===== config.mk =====
export PLATFORM = sky130hd
export DESIGN_NAME = usbfs_host_serial_sched
export DESIGN_NICKNAME = d
export VERILOG_FILES = /design/src/rtl/usbfs_host_serial_sched.sv
export SDC_FILE = /design/constraint.sdc
export NUM_CORES = 1
export LEC_CHECK = 0
export CORE_ASPECT_RATIO = 2
export CORE_MARGIN = 4
export CORE_UTILIZATION = 50
export DETAILED_ROUTE_END_ITERATION = 16
export PLACE_DENSITY = 0.82
export SLEW_MARGIN = 20
export SYNTH_ARGS = -nofsm -noshare
export SYNTH_HDL_FRONTEND = slang
export SYNTH_SLANG_ARGS = --single-unit

===== constraint.sdc =====
create_clock -name i_clk_48MHz -period 2.9 [get_ports i_clk_48MHz]
set_input_delay 0.58 -clock i_clk_48MHz [delete_from_list [all_inputs] [get_ports i_clk_48MHz]]
set_output_delay 0.58 -clock i_clk_48MHz [all_outputs]
set_load 0.03 [all_outputs]

===== src/rtl/usbfs_host_serial_sched.sv =====
// Host-side transaction scheduler: periodic SOF, bulk OUT from a packed byte stream, bulk IN polls unpacked to a byte stream.
// Define USBFS_HOST_SCHED_STATS_EN to add saturating NAK/TIMEOUT counters on o_nakCount/o_timeoutCount.
module usbfs_host_serial_sched #(
  parameter int unsigned MAX_PKT      = 8,
  parameter int unsigned DEV_ADDR     = 1,
  parameter int unsigned ENDP         = 1,
  parameter int unsigned FRAME_CYCLES = 48000,
  parameter int unsigned SOF_GUARD    = 1000,
  parameter int unsigned MAX_RETRY    = 3,
  localparam int unsigned DATA_W      = 8 * MAX_PKT,
  localparam int unsigned NBYTES_W    = $clog2(MAX_PKT) + 1
) (
  input  logic                i_clk_48MHz,
  input  logic                i_rst,
  input  logic                i_hostToDev_valid,
  output logic                o_hostToDev_ready,
  input  logic [7:0]          i_hostToDev_data,
  output logic                o_devToHost_valid,
  input  logic                i_devToHost_ready,
  output logic [7:0]          o_devToHost_data,
  output logic                o_txnReq,
  output logic [3:0]          o_txnType,
  output logic [6:0]          o_devAddr,
  output logic [3:0]          o_endp,
  output logic                o_txToggle,
  output logic [DATA_W-1:0]   o_txData,
  output logic [NBYTES_W-1:0] o_txData_nBytes,
  output logic [10:0]         o_frameNumber,
  input  logic                i_txnDone,
  input  logic [1:0]          i_txnResult,
  input  logic                i_rxToggle,
  input  logic [DATA_W-1:0]   i_rxData,
  input  logic [NBYTES_W-1:0] i_rxData_nBytes,
  output logic                o_halted
`ifdef USBFS_HOST_SCHED_STATS_EN
  ,
  output logic [15:0]         o_nakCount,
  output logic [15:0]         o_timeoutCount
`endif
);

  localparam int unsigned FC_W    = $clog2(FRAME_CYCLES);
  localparam int unsigned RETRY_W = $clog2(MAX_RETRY + 1);

  localparam logic [FC_W-1:0]     FC_LAST     = FC_W'(FRAME_CYCLES - 1);
  localparam logic [FC_W-1:0]     GUARD_START = FC_W'(FRAME_CYCLES - SOF_GUARD);
  localparam logic [NBYTES_W-1:0] PKT_FULL    = NBYTES_W'(MAX_PKT);
  localparam logic [RETRY_W-1:0]  RETRY_LIMIT = RETRY_W'(MAX_RETRY);
  localparam logic [6:0]          ADDR        = 7'(DEV_ADDR);
  localparam logic [3:0]          EP          = 4'(ENDP);

  localparam logic [2:0] ST_IDLE   = 3'd0;
  localparam logic [2:0] ST_SOF    = 3'd1;
  localparam logic [2:0] ST_OUT    = 3'd2;
  localparam logic [2:0] ST_IN     = 3'd3;
  localparam logic [2:0] ST_UNPACK = 3'd4;
  localparam logic [2:0] ST_HALT   = 3'd5;

  localparam logic [1:0] RES_ACK     = 2'd0;
  localparam logic [1:0] RES_NAK     = 2'd1;
  localparam logic [1:0] RES_STALL   = 2'd2;
  localparam logic [1:0] RES_TIMEOUT = 2'd3;

  localparam logic [3:0] TYPE_SOF = 4'b1000;
  localparam logic [3:0] TYPE_OUT = 4'b0010;
  localparam logic [3:0] TYPE_IN  = 4'b0001;

  logic [2:0]          state;
  logic [FC_W-1:0]     frameCnt;
  logic [10:0]         frameNumber;
  logic                sofPending;
  logic                outToggle;
  logic                inToggle;
  logic [DATA_W-1:0]   packBuf;
  logic [NBYTES_W-1:0] packCnt;
  logic [DATA_W-1:0]   unpackBuf;
  logic [NBYTES_W-1:0] unpackLeft;
  logic [RETRY_W-1:0]  retryCnt;
  logic                txnReq;
  logic                halted;

  logic                inGuard;
  logic                byteAccept;
  logic                devPop;
  logic                txnFinish;
  logic [RETRY_W-1:0]  nextRetry;

  assign inGuard    = frameCnt >= GUARD_START;
  assign byteAccept = i_hostToDev_valid && o_hostToDev_ready;
  assign devPop     = o_devToHost_valid && i_devToHost_ready;
  assign txnFinish  = txnReq && i_txnDone;
  assign nextRetry  = retryCnt + 1'b1;

  assign o_hostToDev_ready = (state == ST_IDLE) && (packCnt < PKT_FULL) && !sofPending;
  assign o_devToHost_valid = (state == ST_UNPACK);
  assign o_devToHost_data  = o_devToHost_valid ? unpackBuf[7:0] : '0;
  assign o_txnReq          = txnReq;
  assign o_frameNumber     = frameNumber;
  assign o_halted          = halted;

  // Request fields are only driven while a request is outstanding; all sources are frozen until done.
  always_comb begin
    o_txnType       = '0;
    o_devAddr       = '0;
    o_endp          = '0;
    o_txToggle      = 1'b0;
    o_txData        = '0;
    o_txData_nBytes = '0;
    if (txnReq) begin
      case (state)
        ST_SOF: o_txnType = TYPE_SOF;
        ST_OUT: begin
          o_txnType       = TYPE_OUT;
          o_devAddr       = ADDR;
          o_endp          = EP;
          o_txToggle      = outToggle;
          o_txData        = packBuf;
          o_txData_nBytes = packCnt;
        end
        ST_IN: begin
          o_txnType = TYPE_IN;
          o_devAddr = ADDR;
          o_endp    = EP;
        end
        default: ;
      endcase
    end
  end

  always_ff @(posedge i_clk_48MHz) begin
    if (i_rst) begin
      state       <= ST_IDLE;
      frameCnt    <= '0;
      frameNumber <= '0;
      sofPending  <= 1'b1;
      outToggle   <= 1'b0;
      inToggle    <= 1'b0;
      packBuf     <= '0;
      packCnt     <= '0;
      unpackBuf   <= '0;
      unpackLeft  <= '0;
      retryCnt    <= '0;
      txnReq      <= 1'b0;
      halted      <= 1'b0;
    end else begin
      if (byteAccept) begin
        for (int unsigned i = 0; i < MAX_PKT; i++) begin
          if (packCnt == NBYTES_W'(i)) packBuf[8*i +: 8] <= i_hostToDev_data;
        end
        packCnt <= packCnt + 1'b1;
      end

      case (state)
        ST_IDLE: begin
          // A byte accepted this cycle keeps us gathering so a back-to-back stream fills one packet.
          if (sofPending) begin
            state <= ST_SOF;
          end else if (!inGuard && ((packCnt == PKT_FULL) || (packCnt != '0 && !byteAccept))) begin
            state <= ST_OUT;
          end else if (!inGuard && !byteAccept && unpackLeft == '0) begin
            state <= ST_IN;
          end
        end

        ST_SOF: begin
          if (!txnReq) begin
            txnReq <= 1'b1;
          end else if (i_txnDone) begin
            txnReq      <= 1'b0;
            sofPending  <= 1'b0;
            frameNumber <= frameNumber + 1'b1;
            state       <= halted ? ST_HALT : ST_IDLE;
          end
        end

        ST_OUT: begin
          if (!txnReq) begin
            txnReq <= 1'b1;
          end else if (i_txnDone) begin
            txnReq <= 1'b0;
            state  <= ST_IDLE;
            case (i_txnResult)
              RES_ACK: begin
                outToggle <= ~outToggle;
                packBuf   <= '0;
                packCnt   <= '0;
                retryCnt  <= '0;
              end
              RES_NAK: retryCnt <= '0;
              RES_STALL: begin
                halted <= 1'b1;
                state  <= ST_HALT;
              end
              default: begin
                retryCnt <= nextRetry;
                if (nextRetry == RETRY_LIMIT) begin
                  halted <= 1'b1;
                  state  <= ST_HALT;
                end
              end
            endcase
          end
        end

        ST_IN: begin
          if (!txnReq) begin
            txnReq <= 1'b1;
          end else if (i_txnDone) begin
            txnReq <= 1'b0;
            state  <= ST_IDLE;
            case (i_txnResult)
              RES_ACK: begin
                retryCnt <= '0;
                // A repeated toggle means the device resent data we already took; drop it.
                if (i_rxToggle == inToggle) begin
                  inToggle <= ~inToggle;
                  if (i_rxData_nBytes != '0) begin
                    unpackBuf  <= i_rxData;
                    unpackLeft <= i_rxData_nBytes;
                    state      <= ST_UNPACK;
                  end
                end
              end
              RES_NAK: retryCnt <= '0;
              RES_STALL: begin
                halted <= 1'b1;
                state  <= ST_HALT;
              end
              default: begin
                retryCnt <= nextRetry;
                if (nextRetry == RETRY_LIMIT) begin
                  halted <= 1'b1;
                  state  <= ST_HALT;
                end
              end
            endcase
          end
        end

        ST_UNPACK: begin
          if (devPop) begin
            unpackBuf  <= {8'h00, unpackBuf[DATA_W-1:8]};
            unpackLeft <= unpackLeft - 1'b1;
            if (unpackLeft == NBYTES_W'(1)) state <= ST_IDLE;
          end
        end

        ST_HALT: begin
          if (sofPending) state <= ST_SOF;
        end

        default: state <= ST_IDLE;
      endcase

      // Placed after the FSM so a wrap in the same cycle as an SOF completion re-arms sofPending.
      if (frameCnt == FC_LAST) begin
        frameCnt   <= '0;
        sofPending <= 1'b1;
      end else begin
        frameCnt <= frameCnt + 1'b1;
      end
    end
  end

`ifdef USBFS_HOST_SCHED_STATS_EN
  always_ff @(posedge i_clk_48MHz) begin
    if (i_rst) begin
      o_nakCount     <= '0;
      o_timeoutCount <= '0;
    end else if (txnFinish && (state == ST_OUT || state == ST_IN)) begin
      if (i_txnResult == RES_NAK && o_nakCount != '1) o_nakCount <= o_nakCount + 1'b1;
      if (i_txnResult == RES_TIMEOUT && o_timeoutCount != '1) o_timeoutCount <= o_timeoutCount + 1'b1;
    end
  end
`else
  logic unusedFinish;
  assign unusedFinish = txnFinish;
`endif

endmodule


==> metrics <==
status=complete, no violations; clk_lat worst skew=0.43 ns; Post-CTS Setup Bufs=0; clock root buffer=clkbuf_16; worst min path class=flop to flop; largest area contributor in the netlist=dfxtp_1; Layout Skew=between 0.015 and 0.02 ns; # IOs=about 190; share of the synthesized area in the top cell type=a little over two fifths; Area after DPL=9811 sq um; flops & latches, synth=173; Syn Area/Cell=between 8 and 9 sq um; Total GRT Usage=between 20 and 25%; number of DRC markers in iteration 0=252; post-synthesis sequential area ratio=42.69%; fmax=359.6 MHz; final hold vios=0; Sink Count=approximately 170; number of synthesized flops with an enable pin=0; Max-Cap Viols=0; Post-Route M1 WL=about 8 mm; top cells by area, synth=dfxtp_1 (43%), mux2i_1 (8.0%), nand2_1 (6.3%), a311oi_1 (6.2%), and2_1 (6.1%); # diodes=0; DR WL met3=around 1.0 mm; critical path launch point type=flop; pin count of the biggest net entering global routing=just under 70; 1st-pass router iterations=6; initial antenna violation count=0; WL final=around 21 mm; met2 wire length=about 12 mm; DRT antenna net count=0; Post-Synthesis Cells=between 900 and 1,000; warning count from the yosys run=0; vias in the first global route=~6,900; total CTS buffers=17; VDD IR-drop max=roughly 400 uV; GPL Wtd Cong=roughly 0.87; max layer used=met4; # hold bufs at CTS=0; vias=~7,000; Reg clk slew, reported paths=about 0.060 ns; Crit. End Element=output port; worst-margin pin slew=0.6121 ns; DR vias/cell=about 5.5; core region area=approximately 16,000 sq um; CTS tree=yes; Remaining Overflow, GRT=0; I/O Buffers=between 150 and 200; DRC viols=0; synth unique cells=58; max-slew violation count=0; crit share post-route=a little over nine tenths; Leak=roughly 4.4 nW; initial core utilization=51.16%; reg2reg setup slack=0.52 ns; Net count, final=approximately 1,200; first-pass GRT wire length=33.87 mm; main flop type after synthesis=dfxtp_1; Total Neg Setup Slack=0 ns; RSZ-0062 raised after global routing=no; post-route cell area=around 10,000 sq um; pwr/cell area=481.6 nW/um^2; Critical Path RT=2.32 ns; area delta synth->final=28.16%; Post-synth ARST share=0%; Vert. Die Dim=approximately 190 um; Filler Cells Inserted=1,307; H-tree level count=4; WL/cell=around 16 um; Die W=about 98 um; clk buf depth=2; Die ar.=about 18,000 sq um; post-CTS resize count=0; max_slew headroom=about three fifths; WP data arrival=between 2 and 2.5 ns; Crit Path Class=flop to output port; synthesized cell area=between 8000 and 9000 sq um; layout cell share with drive strength beyond 1=13.54%; final setup vio count=0; num rows=65; HPWL after DPL=15.06 mm; fin crit period=around 2.8 ns; crit-path max FO=8
[layer usage]
metal / track usage (%) / vias to the layer above
li1: - / 3564
met1: 23.98 / 3349
met2: 41.65 / 246
met3: 3.537 / 39
met4: 10.51 / 0
met5: 0 / -
[cell type report]
type | count | area, sq um | area share [%]
Sequential cell | 173 | 3463 | 33.31
Multi-Input combinational cell | 680 | 4143 | 39.84
Inverter | 19 | 71.32 | 0.6859
Clock buffer | 19 | 432.9 | 4.164
Timing Repair Buffer | 204 | 1884 | 18.12
Clock inverter | 13 | 151.4 | 1.456
Tap cell | 201 | 251.5 | 2.419
[worst paths after layout]
path               startpoint                 end  cells past startpoint
hold reg to reg   retryCnt[0]         retryCnt[0]                      2
setup reg to reg     state[2]       unpackBuf[48]                      6
hold / removal    retryCnt[0]         retryCnt[0]                      2
setup / recovery     state[2]  o_txData_nBytes[1]                      4
[placed cells by master, fill, tap and decap left out, types with 13 or more instances in the layout]
| cell type | instances |
|---|---|
| dfxtp_1 | 173 |
| inv_1 | 18 |
| a311oi_1 | 57 |
| nor3_1 | 66 |
| nor2_1 | 98 |
| and2_1 | 78 |
| clkdlybuf4s50_1 | 100 |
| xnor2_1 | 13 |
| clkbuf_16 | 17 |
| buf_4 | 94 |
| a21oi_1 | 26 |
| nand2_1 | 136 |
| nand3_1 | 19 |
| mux2i_1 | 65 |
[registers in the layout, indices dropped and copies added (netlist names)]
name / flops
o_frameNumber: 11
state: 3
unpackBuf: 64
frameCnt: 16
inToggle: 1
sofPending: 1
packBuf: 64
retryCnt: 2
packCnt: 4
unpackLeft: 4
outToggle: 1
o_txnReq: 1
o_halted: 1
[critical path: stages, from the launching register on]
cell and delay (ns):
dfxtp_1 0.38, nor2b_1 0.29, nand2_1 0.17, nor3_1 0.23, clkdlybuf4s50_1 0.72
[cells in the mapped netlist (all sizes together), types with 2 or more instances]
library cell	count
or3	6
nor3	66
or3b	2
dfxtp	173
a311oi	57
xnor2	13
a32o	2
inv	19
o22ai	3
nand4	13
nand4b	6
o31ai	2
nand3	19
buf	43
xor2	7
and2	79
a211oi	3
a2bb2oi	2
and4	2
ha	11
nand3b	4
mux2i	65
nor2b	3
and3	2
nor2	99
a31oi	4
clkbuf	48
or4	4
o21ai	9
nor4	7
a21oi	26
nand2	139
a31o	2
nor3b	2
[power breakdown]
group / internal (mW) / leakage, nW / switching (mW) / total [mW]
clock network: 1.29 / 0.277 / 0.988 / 2.28
registers: 2.39 / 1.39 / 0.0146 / 2.40
logic: 0.155 / 2.74 / 0.172 / 0.327
total: 3.83 / 4.42 / 1.17 / 5.01
[per-stage QoR]
step	std cells	util, %	worst slack, ns	hold WS, ns	power, mW
floorplan	963	-	0.4437	0.4300	2.615
global placement	1277	61.86	0.1617	0.4384	2.781
detailed placement	1277	61.86	0.1014	0.4508	2.781
CTS	1309	65.55	0.08491	0.4595	5.044
global route	1309	65.56	0.006342	0.4942	5.149
finish	1309	65.56	0.1192	0.4554	5.007
[kinds of logic (layout without fill, tap and decap cells)]
group                    Yosys count  count (layout)  synth area share, %
other                              1              10              0.04622
AND/OR/NAND/NOR                  456             456                27.79
XOR/XNOR                          20              20                2.159
adder cells (fa/ha/maj)           11              11                1.696
multiplexers                      65              65                8.020
AO/OA/AOI/OAI                    118             118                10.86
buffers and inverters            110             255                6.740
flip-flops                       173             173                42.69
Power figures use the tool's default switching activity.
